## config.mk

```make
export PLATFORM = sky130hd
export DESIGN_NAME = pwm_cfg_arbiter
export DESIGN_NICKNAME = d
export VERILOG_FILES = /design/src/rtl/pwm_timer_pkg.sv /design/src/rtl/rr_arbiter.sv /design/src/rtl/pwm_cfg_arbiter.sv
export SDC_FILE = /design/constraint.sdc
export NUM_CORES = 1
export LEC_CHECK = 0
export BUFFER_PORTS_ARGS = -buffer_cell sky130_fd_sc_hd__buf_2
export CORE_MARGIN = 1
export CORE_UTILIZATION = 50
export DETAILED_ROUTE_END_ITERATION = 10
export PLACE_DENSITY = 0.85
export SLEW_MARGIN = 10
export SYNTH_ARGS = -nofsm -noshare
export SYNTH_HDL_FRONTEND = slang
export SYNTH_HIERARCHICAL = 1
export SYNTH_SLANG_ARGS = --single-unit
export TNS_END_PERCENT = 1
```

## constraint.sdc

```tcl
create_clock -name i_clk -period 3.33 [get_ports i_clk]
set_input_delay 0.1665 -clock i_clk [delete_from_list [all_inputs] [get_ports i_clk]]
set_output_delay 0.1665 -clock i_clk [all_outputs]
set_load 0.1 [all_outputs]
```

## src/rtl/pwm_timer_pkg.sv

```systemverilog
// Shared definitions for the pwm_timer register slave and its configuration masters.
// Register map, FSM encoding, control-register bit positions and the write payload.
package pwm_timer_pkg;

   localparam int unsigned WB_AW = 16;
   localparam int unsigned WB_DW = 16;

   localparam logic [WB_AW-1:0] REG_CTRL = 16'h0000;
   localparam logic [WB_AW-1:0] REG_DIV  = 16'h0002;
   localparam logic [WB_AW-1:0] REG_PER  = 16'h0004;
   localparam logic [WB_AW-1:0] REG_DC   = 16'h0006;

   localparam int unsigned CTRL_EN_BIT  = 0;
   localparam int unsigned CTRL_POL_BIT = 1;
   localparam int unsigned CTRL_IRQ_BIT = 2;

   typedef enum logic [1:0] {
      ST_IDLE = 2'd0,
      ST_BUS  = 2'd1,
      ST_RESP = 2'd2
   } state_t;

   typedef struct packed {
      logic [WB_AW-1:0] adr;
      logic [WB_DW-1:0] data;
   } wb_wr_t;

   // True when adr hits one of the four timer registers relative to base.
   function automatic logic adr_valid(input logic [WB_AW-1:0] adr, input logic [WB_AW-1:0] base);
      logic [WB_AW-1:0] off;
      off = adr - base;
      return (off == REG_CTRL) || (off == REG_DIV) || (off == REG_PER) || (off == REG_DC);
   endfunction

endpackage

```

## src/rtl/rr_arbiter.sv

```systemverilog
// Combinational round-robin picker: first active request at or after start, wrapping.
// Returns a one-hot grant, all zero when nobody requests.
module rr_arbiter #(
   parameter int unsigned N     = 2,
   parameter int unsigned PTR_W = 1
) (
   input  logic [N-1:0]     req,
   input  logic [PTR_W-1:0] start,
   output logic [N-1:0]     gnt_c
);

   logic found;

   always_comb begin
      gnt_c = '0;
      found = 1'b0;
      for (int unsigned k = 0; k < N; k++) begin
         if (!found && req[k] && (k >= 32'(start))) begin
            gnt_c[k] = 1'b1;
            found    = 1'b1;
         end
      end
      for (int unsigned k = 0; k < N; k++) begin
         if (!found && req[k] && (k < 32'(start))) begin
            gnt_c[k] = 1'b1;
            found    = 1'b1;
         end
      end
   end

endmodule

```

## src/rtl/pwm_cfg_arbiter.sv

```systemverilog
// Wishbone-classic write master sharing the pwm_timer registers between N_REQ requesters.
// Round-robin grant, address check, one write per grant, ack timeout reported as error.
module pwm_cfg_arbiter
   import pwm_timer_pkg::*;
#(
   parameter int unsigned      N_REQ    = 2,
   parameter logic [15:0]      BASE_ADR = 16'h0000,
   parameter int unsigned      TIMEOUT  = 16,
   parameter int unsigned      TO_W     = 5
) (
   input  logic                     i_clk,
   input  logic                     i_rst_n,
   input  logic [N_REQ-1:0]         i_req,
   input  logic [WB_AW*N_REQ-1:0]   i_adr,
   input  logic [WB_DW*N_REQ-1:0]   i_data,
   output logic [N_REQ-1:0]         o_gnt,
   output logic [N_REQ-1:0]         o_done,
   output logic [N_REQ-1:0]         o_err,
   output logic                     o_busy,
   output logic                     o_wb_cyc,
   output logic                     o_wb_stb,
   output logic                     o_wb_we,
   output logic [WB_AW-1:0]         o_wb_adr,
   output logic [WB_DW-1:0]         o_wb_data,
   input  logic                     i_wb_ack
);

   localparam int unsigned PTR_W = (N_REQ > 1) ? $clog2(N_REQ) : 1;
   localparam logic [TO_W-1:0] TO_LAST = TO_W'(TIMEOUT - 1);

   state_t           state, state_d;
   logic [PTR_W-1:0] ptr, ptr_d, idx, idx_d, start_c, win_idx_c;
   logic             fresh, fresh_d;
   logic [TO_W-1:0]  timer, timer_d;
   logic [N_REQ-1:0] win_c, gnt_d, done_d, err_d;
   logic             cyc, cyc_d, busy_d;
   wb_wr_t           wr, wr_d, sel_c;

   // Search starts just past the last winner, or at requester 0 straight after reset.
   always_comb begin
      if (fresh || (ptr == PTR_W'(N_REQ - 1))) start_c = '0;
      else                                      start_c = ptr + PTR_W'(1);
   end

   rr_arbiter #(.N(N_REQ), .PTR_W(PTR_W)) u_rr (
      .req   (i_req),
      .start (start_c),
      .gnt_c (win_c)
   );

   always_comb begin
      sel_c     = '0;
      win_idx_c = '0;
      for (int unsigned k = 0; k < N_REQ; k++) begin
         if (win_c[k]) begin
            sel_c.adr  = i_adr[WB_AW*k +: WB_AW];
            sel_c.data = i_data[WB_DW*k +: WB_DW];
            win_idx_c  = PTR_W'(k);
         end
      end
   end

   always_comb begin
      state_d = state;
      ptr_d   = ptr;
      idx_d   = idx;
      fresh_d = fresh;
      timer_d = timer;
      gnt_d   = o_gnt;
      done_d  = '0;
      err_d   = '0;
      cyc_d   = cyc;
      wr_d    = wr;
      case (state)
         ST_IDLE: begin
            if (|i_req) begin
               gnt_d   = win_c;
               idx_d   = win_idx_c;
               timer_d = '0;
               if (adr_valid(sel_c.adr, BASE_ADR)) begin
                  state_d = ST_BUS;
                  cyc_d   = 1'b1;
                  wr_d    = sel_c;
               end else begin
                  state_d = ST_RESP;
                  err_d   = win_c;
               end
            end
         end
         ST_BUS: begin
            // Ack is checked first so it wins over a simultaneous timeout.
            if (i_wb_ack) begin
               state_d = ST_RESP;
               cyc_d   = 1'b0;
               wr_d    = '0;
               done_d  = o_gnt;
            end else if (timer == TO_LAST) begin
               state_d = ST_RESP;
               cyc_d   = 1'b0;
               wr_d    = '0;
               err_d   = o_gnt;
            end else begin
               timer_d = timer + TO_W'(1);
            end
         end
         ST_RESP: begin
            state_d = ST_IDLE;
            ptr_d   = idx;
            fresh_d = 1'b0;
            gnt_d   = '0;
            timer_d = '0;
         end
         default: state_d = ST_IDLE;
      endcase
      busy_d = (state_d != ST_IDLE);
   end

   always_ff @(posedge i_clk or negedge i_rst_n) begin
      if (!i_rst_n) begin
         state  <= ST_IDLE;
         ptr    <= '0;
         idx    <= '0;
         fresh  <= 1'b1;
         timer  <= '0;
         o_gnt  <= '0;
         o_done <= '0;
         o_err  <= '0;
         o_busy <= 1'b0;
         cyc    <= 1'b0;
         wr     <= '0;
      end else begin
         state  <= state_d;
         ptr    <= ptr_d;
         idx    <= idx_d;
         fresh  <= fresh_d;
         timer  <= timer_d;
         o_gnt  <= gnt_d;
         o_done <= done_d;
         o_err  <= err_d;
         o_busy <= busy_d;
         cyc    <= cyc_d;
         wr     <= wr_d;
      end
   end

   assign o_wb_cyc  = cyc;
   assign o_wb_stb  = cyc;
   assign o_wb_we   = cyc;
   assign o_wb_adr  = wr.adr;
   assign o_wb_data = wr.data;

endmodule

```

==> results.cfg, run 1 <==
[run_status]
status = complete, but fails checks
violations = design-rule violations

[cells_and_area]
fin_area_um2 = 3160
syn_to_final_growth_pct = 30.1
nNetsFinal = 415
drive_gt1_frac = 0.383
diodes = 0
fin_cells = 399

[synthesis]
synth_top_family_by_area = compound AO/OA/AOI/OAI gates
seq_area_frac_synth = 0.515
synth_commonest_cells = dfrtp_1, nand2_1, nor2_1
syn-num-nets = 312
synthFlopType = dfrtp_1
synth-edff-count = 0
synthSimpleGateAreaFrac = 0.172
synth_mux_area_frac = 0.0787
synthXorXnorAreaFrac = 0.00721
yosysTopAreaCell = dfrtp_1
synth_cell_types = 37
synth-compound-area-share = 0.175
synthAdderAreaFrac = 0.0103
syn_avg_cell_area_um2 = 10.1
synth_top_area_frac = 0.504
yosysWarnings = 6
netlist_area_um2 = 2430
async_flop_share = 1.00
netlist_instances = 241
yosys_register_bits = 50
synth.area.top_cells = dfrtp_1, mux2i_1, nand2_1
synth_most_common_cell = dfrtp_1

[critical_path]
critPathMaxFanout = 19
arrival_ns = 2.74
start_kind = register
cp_num_buf_inv = 1
critical_path_required_ns = 3.55
cp_slowest_stage_delay_ns = 0.71
endpoint_kind = register
crit_family = simple AND/OR/NAND/NOR gates
cpMaxStageDelayCell = nor2b_2
path_cells = nor2_1 > a21boi_0 > nor2b_2 > o31a_1 > a211oi_4 > buf_12 > mux2i_1
path_class = register to register

[floorplan]
rows = 25
core-area_um2 = 4690
fp.dieArea_um2 = 5150
num_io_pins = 111
start_util = 0.518
die_h_um = 71.7
die-width_um = 71.7

[cts]
root_buffer = clkbuf_8
clk-insertion-delay-late_ns = 0.30
clkTransAtPathRegs_ns = 0.09
cts.htree.levels = 2
cts_sinks = 50
numCtsBuffers = 5
post_cts_resized = 0
postCtsSetupRepairBufs = 0
cts_tree = built
cts_buffer_depth = 2
postCtsHoldBufs = 0

[detailed_routing]
drt_wl_total_um = 5910
wl_per_cell_um = 14.8
drt_iter0_markers = 162
dr.pass1.iters = 8
via_count = 2224
top_layer = met4
met1_length_um = 2540
vias_per_cell = 5.57
wl_met2_um = 2930
final_antenna_net_count = 0
wl_met3_um = 382
post-route-drc-count = 2

[worst_hold_path]
holdCritPathClass = primary input to async pin

[sta]
min_period_ns = 2.52
period_share = 0.758
slew_violations = 0
slew_headroom = 0.289
max_freq_ghz = 0.396
rsz0062_at_grt = no
timing.setup.tns_ns = 0
fin_ws_ns = 0.806
clock_skew_ns = 0.00479
finalHoldViolCount = 0
finalSetupViolCount = 0
tightest_slew_ns = 1.07

[placement]
pre_cts_ws_ns = 0.456
port_buffers = 110
gp_congestion = 0.795
post-dp-hpwl_um = 4060
place_area_um2 = 3020
placed_cells = 391

[job]
drv_cap = 0

[power_and_ir_drop]
p_leak_uw = 0.00167
max-vdd-ir-drop_mv = 0.832
total_power_uw = 2770
power_per_cell_area_nw_per_um2 = 876

[grt]
grt.overflow.total = 0
grt_pass1_wl_um = 9180
grt_pass1_vias = 1945
antenna_found_initial = 0
grt_max_degree = 51
track_usage = 0.233
==> area by class of cell <==
| cell class | instances | area, µm² |
|---|---|---|
| Timing Repair Buffer | 114 | 593 |
| Inverter | 3 | 11.3 |
| Tap cell | 54 | 67.6 |
| Clock inverter | 3 | 68.8 |
| Fill cell | 381 | 1530 |
| Multi-Input combinational cell | 170 | 1100 |
| Clock buffer | 5 | 68.8 |
| Sequential cell | 50 | 1250 |
==> state kept, by name, summed over array words and instances (netlist names) <==
signal     count
o_wb_adr      16
o_wb_data     16
timer          5
o_done         2
o_err          2
o_gnt          2
state          2
fresh          1
idx            1
o_busy         1
o_wb_cyc       1
ptr            1
==> routing by layer <==
metal / track usage / vias to the layer above
met5: 0 / -
met4: 0.0719 / 0
met3: 0.0478 / 8
met2: 0.384 / 103
met1: 0.312 / 1050
li1: - / 1063
==> cells by family (layout without fill, tap and decap cells) <==
logic type / Yosys count / count (layout)
AND/OR/NAND/NOR: 95 / 95
AO/OA/AOI/OAI: 52 / 52
flip-flops: 50 / 50
buffers and inverters: 21 / 125
multiplexers: 19 / 19
adder cells (fa/ha/maj): 2 / 2
XOR/XNOR: 2 / 2
==> per-stage QoR <==
stage / util / hold slack (ns)
floorplan: - / -0.129
global placement: 0.644 / 0.414
detailed placement: 0.644 / 0.421
CTS: 0.673 / 0.0830
global route: 0.674 / 0.137
finish: 0.674 / 0.0603
==> worst reg2reg max path, stage by stage (launching register included) <==
cell	delay, ns
dfstp_2	0.53
nor2_1	0.05
a21boi_0	0.27
nor2b_2	0.71
o31a_1	0.37
a211oi_4	0.12
buf_12	0.23
mux2i_1	0.18
==> final timing paths <==
kind,from,endpoint,slack (ns),cells after the start
min in group i_clk,i_wb_ack,o_done[1]$_DFF_PN0_,0.19,2
setup / recovery,fresh$_DFFE_PN1P_,o_wb_data[9]$_DFFE_PN0P_,0.81,7
setup reg to reg,fresh$_DFFE_PN1P_,o_wb_data[9]$_DFFE_PN0P_,0.81,7
hold reg to reg,fresh$_DFFE_PN1P_,fresh$_DFFE_PN1P_,0.49,1
max in group asynchronous,i_rst_n,state[1]$_DFF_PN0_,2.63,1
hold / removal,i_rst_n,o_wb_data[3]$_DFFE_PN0P_,0.06,1
==> power breakdown <==
part           internal [µW]  switching [µW]  leakage (µW)
Clock                    301             199     0.0000683
Combinational            304            1130      0.000937
Sequential               723             109      0.000668
Total                   1330            1440       0.00167
==> layout by cell type (no fill, tap or decap), types with 2 or more instances in the layout <==
cell,instances
a21boi_0,2
mux2i_1,18
xor2_1,2
a22oi_1,18
dfrtp_1,49
nor2_1,23
bufinv_16,2
nor4_1,4
nor3_1,3
o21ai_0,4
buf_4,3
buf_2,110
clkbuf_8,5
and3_1,3
nand2_1,46
or2_2,2
nor2b_1,3
nand3_1,4
inv_1,3
ha_1,2
a22o_1,18
No activity file was read; power rests on OpenSTA's default activity.
==> inputs of run 2 (changes only) <==
--- a/config.mk
+++ b/config.mk
@@ -5,11 +5,12 @@
 export SDC_FILE = /design/constraint.sdc
 export NUM_CORES = 1
 export LEC_CHECK = 0
+export ABC_AREA = 1
 export BUFFER_PORTS_ARGS = -buffer_cell sky130_fd_sc_hd__buf_2
 export CORE_MARGIN = 1
-export CORE_UTILIZATION = 50
+export CORE_UTILIZATION = 48
 export DETAILED_ROUTE_END_ITERATION = 10
-export PLACE_DENSITY = 0.85
+export PLACE_DENSITY = 0.8
 export SLEW_MARGIN = 10
 export SYNTH_ARGS = -nofsm -noshare
 export SYNTH_HDL_FRONTEND = slang
==> constraint.sdc (replaced) <==
create_clock -name i_clk -period 2.6 [get_ports i_clk]
set_input_delay 0.13 -clock i_clk [delete_from_list [all_inputs] [get_ports i_clk]]
set_output_delay 0.13 -clock i_clk [all_outputs]
set_load 0.1 [all_outputs]
==> run 2 against run 1 <==
The flow now finishes without violations. Power is 15% higher. Sequential share of layout area down 1.1 points. Die area grew 11%. Setup slack got worse by 0.51 ns. Critical endpoint is now o_wb_adr[3]$_DFFE_PN0P_. Via count increased by 9.6%.
==> results.cfg, run 2 <==
[run_status]
status = complete, no violations

[sta]
timing.setup.tns_ns = 0
slew_violations = 0
slew_headroom = 0.291
clock_skew_ns = 0.00445
max_freq_ghz = 0.435
period_share = 0.885
fin_hold_ws_ns = 0.0234
finalHoldViolCount = 0
fin_ws_ns = 0.299
tightest_slew_ns = 1.06
rsz0062_at_grt = no
min_period_ns = 2.30
finalSetupViolCount = 0

[critical_path]
endpoint_kind = register
crit_family = simple AND/OR/NAND/NOR gates
cpMaxStageDelayCell = dfrtp_1
cp_num_buf_inv = 2
critPathMaxFanout = 22
critical_path_required_ns = 2.82
path_cells = ha_1 > inv_1 > nor3_1 > ha_1 > nor2_1 > nand2_1 > nand2_1 > nand2_2 > buf_4 > a21boi_0
arrival_ns = 2.52
start_kind = register
cp_slowest_stage_delay_ns = 0.42
path_class = register to register

[detailed_routing]
drt_wl_total_um = 6040
dr.pass1.iters = 4
wl_per_cell_um = 12.6
drt_iter0_markers = 151
post-route-drc-count = 0
final_antenna_net_count = 0
vias_per_cell = 5.08
via_count = 2437

[synthesis]
synth.area.top_cells = dfrtp_1, nand2_1, nand3_1
yosys_register_bits = 50
synth-edff-count = 0
yosysTopAreaCell = dfrtp_1
synth_most_common_cell = nand2_1
synth_commonest_cells = nand2_1, dfrtp_1, nor2_1
async_flop_share = 1.00
synth_top_area_frac = 0.471
netlist_area_um2 = 2600
syn_avg_cell_area_um2 = 8.53
seq_area_frac_synth = 0.481
netlist_instances = 305
syn-num-nets = 376
synth_cell_types = 29
synthFlopType = dfrtp_1
yosysWarnings = 6

[floorplan]
die_h_um = 75.6
rows = 26
start_util = 0.503
fp.dieArea_um2 = 5720
core-area_um2 = 5170
die-width_um = 75.6
num_io_pins = 111

[cells_and_area]
nFillCells = 453
nNetsFinal = 480
drive_gt1_frac = 0.368
multi_input_area_um2 = 1150
final_cell_mix = buf_2, nand2_1, dfrtp_1
final_common_cell = buf_2
syn_to_final_growth_pct = 25.0
diodes = 0
seqCellArea_um2 = 1250
utilization = 0.629

[cts]
cts.htree.levels = 2
cts_tree = built
cts_sinks = 50
postCtsSetupRepairBufs = 0
cts_buffer_depth = 2
postCtsHoldBufs = 0
numCtsBuffers = 5
clkTransAtPathRegs_ns = 0.09
clk-insertion-delay-late_ns = 0.30
post_cts_resized = 0
root_buffer = clkbuf_8

[grt]
grt_pass1_vias = 2196
grt.overflow.total = 0
grt_max_degree = 51
grt_pass1_wl_um = 9740
track_usage = 0.222
antenna_found_initial = 0

[power_and_ir_drop]
power_switching_uw = 1780
p_seq_frac = 0.321
p_leak_uw = 0.00183
clockPowerShare = 0.141
power_per_cell_area_nw_per_um2 = 979
pwr-share-comb = 0.538
max-vdd-ir-drop_mv = 0.691
internal_power_uw = 1410
switching_share = 0.558

[placement]
gp_congestion = 0.860
post-dp-hpwl_um = 4380
pre_cts_ws_ns = 0.346
port_buffers = 110

[job]
drv_cap = 0

[worst_hold_path]
holdCritPathClass = primary input to async pin
## run 2: cell count changes after synthesis, moves of 14 or more
cell,delta
nand3_1,+28
a22o_1,-18
inv_1,+15
nand2_1,+25
nor2_1,+14
mux2i_1,-18
## run 2: cell families after synthesis
group           count (synthesis)  synth area share
compound gates                 48             0.130
simple gates                  166             0.302
buf+inv                        39            0.0769
flops                          50             0.481
fa+ha+maj                       2           0.00961
## run 2: metal layers
metal / track usage / share of wire
met5: 0 / 0
met4: 0.0576 / 0.0099
met3: 0.0437 / 0.050
met2: 0.380 / 0.50
met1: 0.289 / 0.44
## run 2: power by group through the flow
| stage | registers, µW | clock network, µW | logic, µW |
|---|---|---|---|
| detailed placement | 1030 | 0 | 1720 |
| CTS | 1020 | 460 | 1720 |
| global route | 1040 | 487 | 1810 |
| global placement | 1030 | 0 | 1700 |
| floorplan | 1960 | 0 | 496 |
| finish | 1020 | 450 | 1710 |
## run 2: final cells by class
class | instances | share of cell area
sequential | 50 | 0.385
multi-input combinational | 216 | 0.354
clock inverter | 3 | 0.00654
inverter | 20 | 0.0231
tap | 70 | 0.0269
timing repair buffer | 116 | 0.183
clock buffer | 5 | 0.0212
## run 2: final timing paths
path                                            to  slack (ns)  depth (start not counted)                 start
max in group asynchronous     o_wb_cyc$_DFFE_PN0P_        1.93                          1               i_rst_n
max reg2reg                o_wb_adr[3]$_DFFE_PN0P_        0.30                         10  timer[0]$_DFFE_PN0P_
min in group i_clk             o_done[0]$_DFF_PN0_        0.13                          3              i_wb_ack
max                        o_wb_adr[3]$_DFFE_PN0P_        0.30                         10  timer[0]$_DFFE_PN0P_
min                             o_err[0]$_DFF_PN0_        0.02                          1               i_rst_n
min reg2reg                      fresh$_DFFE_PN1P_        0.45                          2     fresh$_DFFE_PN1P_
## run 2: stage by stage
step,power (µW),cells,area (µm²)
floorplan,2460,305,2600
global placement,2730,472,3160
detailed placement,2750,472,3160
CTS,3200,480,3250
global route,3340,480,3250
finish,3190,480,3250
==> inputs of run 3 (changes only) <==
--- a/config.mk
+++ b/config.mk
@@ -10,6 +10,7 @@
 export CORE_MARGIN = 1
 export CORE_UTILIZATION = 48
 export DETAILED_ROUTE_END_ITERATION = 10
+export HOLD_SLACK_MARGIN = 0.03
 export PLACE_DENSITY = 0.8
 export SLEW_MARGIN = 10
 export SYNTH_ARGS = -nofsm -noshare
==> constraint.sdc (replaced) <==
create_clock -name i_clk -period 2.6 [get_ports i_clk]
set_input_delay 0.52 -clock i_clk [delete_from_list [all_inputs] [get_ports i_clk]]
set_output_delay 0.52 -clock i_clk [all_outputs]
set_load 0.1 [all_outputs]
==> run 3 against run 2 <==
Via count is 1.1% lower. Register-to-register slack worse by 0.05 ns. Critical path depth up 4. Power grew 0.67%. Utilization up 0.82 points. Global-route usage rose by 0.41 points. Fmax fell by 2.2%. Sequential power about the same. Sequential share of layout area is 0.50 points lower. Highest routed layer unchanged.
==> results.cfg, run 3 (synthesized netlist as in run 2, its figures left out) <==
[detailed_routing]
wl_per_cell_um = 12.4
drt_wl_total_um = 6010
dr.pass1.iters = 4
post-route-drc-count = 0
final_antenna_net_count = 0
vias_per_cell = 4.98
drt_iter0_markers = 133
via_count = 2409

[sta]
slew_violations = 0
timing.setup.tns_ns = 0
rsz0062_at_grt = no
fin_ws_ns = 0.246
max_freq_ghz = 0.425
clock_skew_ns = 0.00510
tightest_slew_ns = 0.577
min_period_ns = 2.35
period_share = 0.905
finalHoldViolCount = 0
slew_headroom = 0.615
finalSetupViolCount = 0
fin_hold_ws_ns = 0.209

[placement]
pre_cts_ws_ns = -0.0234
port_buffers = 110
post-dp-hpwl_um = 4500
gp_congestion = 0.816
placed_cells = 474

[cts]
numCtsBuffers = 5
cts_sinks = 50
clk-insertion-delay-late_ns = 0.29
cts.htree.levels = 2
cts_buffer_depth = 2
root_buffer = clkbuf_8
clkTransAtPathRegs_ns = 0.09
cts_tree = built

[critical_path]
path_cells = nor2_1 > inv_1 > a21oi_2 > inv_2 > nand3_1 > nand2_1 > nor2_1 > nand2_1 > nor2_4 > nand2_4 > nand2_8 > nand2_8 > nand2_1 > nand2_1
endpoint_kind = register
arrival_ns = 2.54
path_class = register to register
start_kind = register
cp_slowest_stage_delay_ns = 0.38
critical_path_required_ns = 2.79
critPathMaxFanout = 33
path_common_cell = nand2_1
cpMaxStageDelayCell = dfstp_2

[floorplan]
die_h_um = 75.6
rows = 26
die-width_um = 75.6
start_util = 0.503
core-area_um2 = 5170
fp.dieArea_um2 = 5720
num_io_pins = 111

[grt]
grt_max_degree = 34
grt_pass1_vias = 2123
grt.overflow.total = 0
grt_pass1_wl_um = 9770
track_usage = 0.226
antenna_found_initial = 0

[cells_and_area]
fin_cells = 484
nNetsFinal = 484
syn_to_final_growth_pct = 26.6
diodes = 0
final_common_cell = buf_2
drive_gt1_frac = 0.374
final_cell_mix = buf_2, nand2_1, dfrtp_1

[power_and_ir_drop]
p_leak_uw = 0.00186
power_per_cell_area_nw_per_um2 = 973
max-vdd-ir-drop_mv = 0.686

[run_status]
status = complete, no violations

[worst_hold_path]
holdCritPathClass = primary input to async pin

[job]
drv_cap = 0
==> run 3: cell count changes in the layout (fill, tap and decap cells not counted) <==
| cell | change |
|---|---|
| a21boi_4 | +1 |
| buf_4 | +4 |
| clkbuf_8 | +1 |
| a21boi_2 | -1 |
| clkinv_4 | -1 |
==> run 3: path summary, 6_finish.rpt <==
| kind | start | endpoint | slack (ns) | cells after the start |
|---|---|---|---|---|
| min in group i_clk | fresh$_DFFE_PN1P_ | fresh$_DFFE_PN1P_ | 0.46 | 2 |
| worst max register to register | fresh$_DFFE_PN1P_ | o_wb_data[3]$_DFFE_PN0P_ | 0.25 | 14 |
| worst max-delay path | fresh$_DFFE_PN1P_ | o_wb_data[3]$_DFFE_PN0P_ | 0.25 | 14 |
| worst min-delay path | i_rst_n | o_err[0]$_DFF_PN0_ | 0.21 | 1 |
| worst min register to register | fresh$_DFFE_PN1P_ | fresh$_DFFE_PN1P_ | 0.46 | 2 |
| max in group asynchronous | i_rst_n | timer[1]$_DFFE_PN0P_ | 1.69 | 2 |
==> run 3: power by group <==
group / total (µW) / switching, µW / internal (µW)
clock: 463 / 249 / 214
sequential: 1020 / 91.9 / 925
combinational: 1730 / 1420 / 303
==> run 3: layout make-up <==
cell class                      count  area, µm²
Multi-Input combinational cell    216       1160
Tap cell                           70       87.6
Sequential cell                    50       1250
Fill cell                         472       1880
Clock buffer                        6       82.6
Inverter                           20       75.1
Timing Repair Buffer              120        626
Clock inverter                      2       12.5
==> run 3: layer usage <==
layer | global-route usage | part of all wire
met5 | 0 | 0
met4 | 0.0597 | 0.011
met3 | 0.0370 | 0.048
met2 | 0.375 | 0.49
met1 | 0.309 | 0.45
==> run 3: per-stage QoR <==
stage / total power [µW] / util / instance area, µm²
final: 3210 / 0.637 / 3300
after global routing: 3360 / 0.637 / 3300
after CTS: 3220 / 0.634 / 3280
after global placement: 2730 / 0.614 / 3180
after detailed placement: 2750 / 0.614 / 3180
after floorplan: 2460 / - / 2600
==> run 3: worst max-delay path: cells and delay by family (launching register included) <==
family / cells / cell delay, ns
DFF: 1 / 0.38
and+or+nand+nor: 11 / 1.31
buffers and inverters: 2 / 0.28
AOI/OAI and AO/OA: 1 / 0.27
==> run 3: timing repair <==
action,4_1_cts,5_1_grt
endpoints found under the setup margin,1,6
hold buffers,0,0
pin swaps,0,1
hold endpoints to repair,0,0
buffers inserted,0,2
resized for setup,1,0
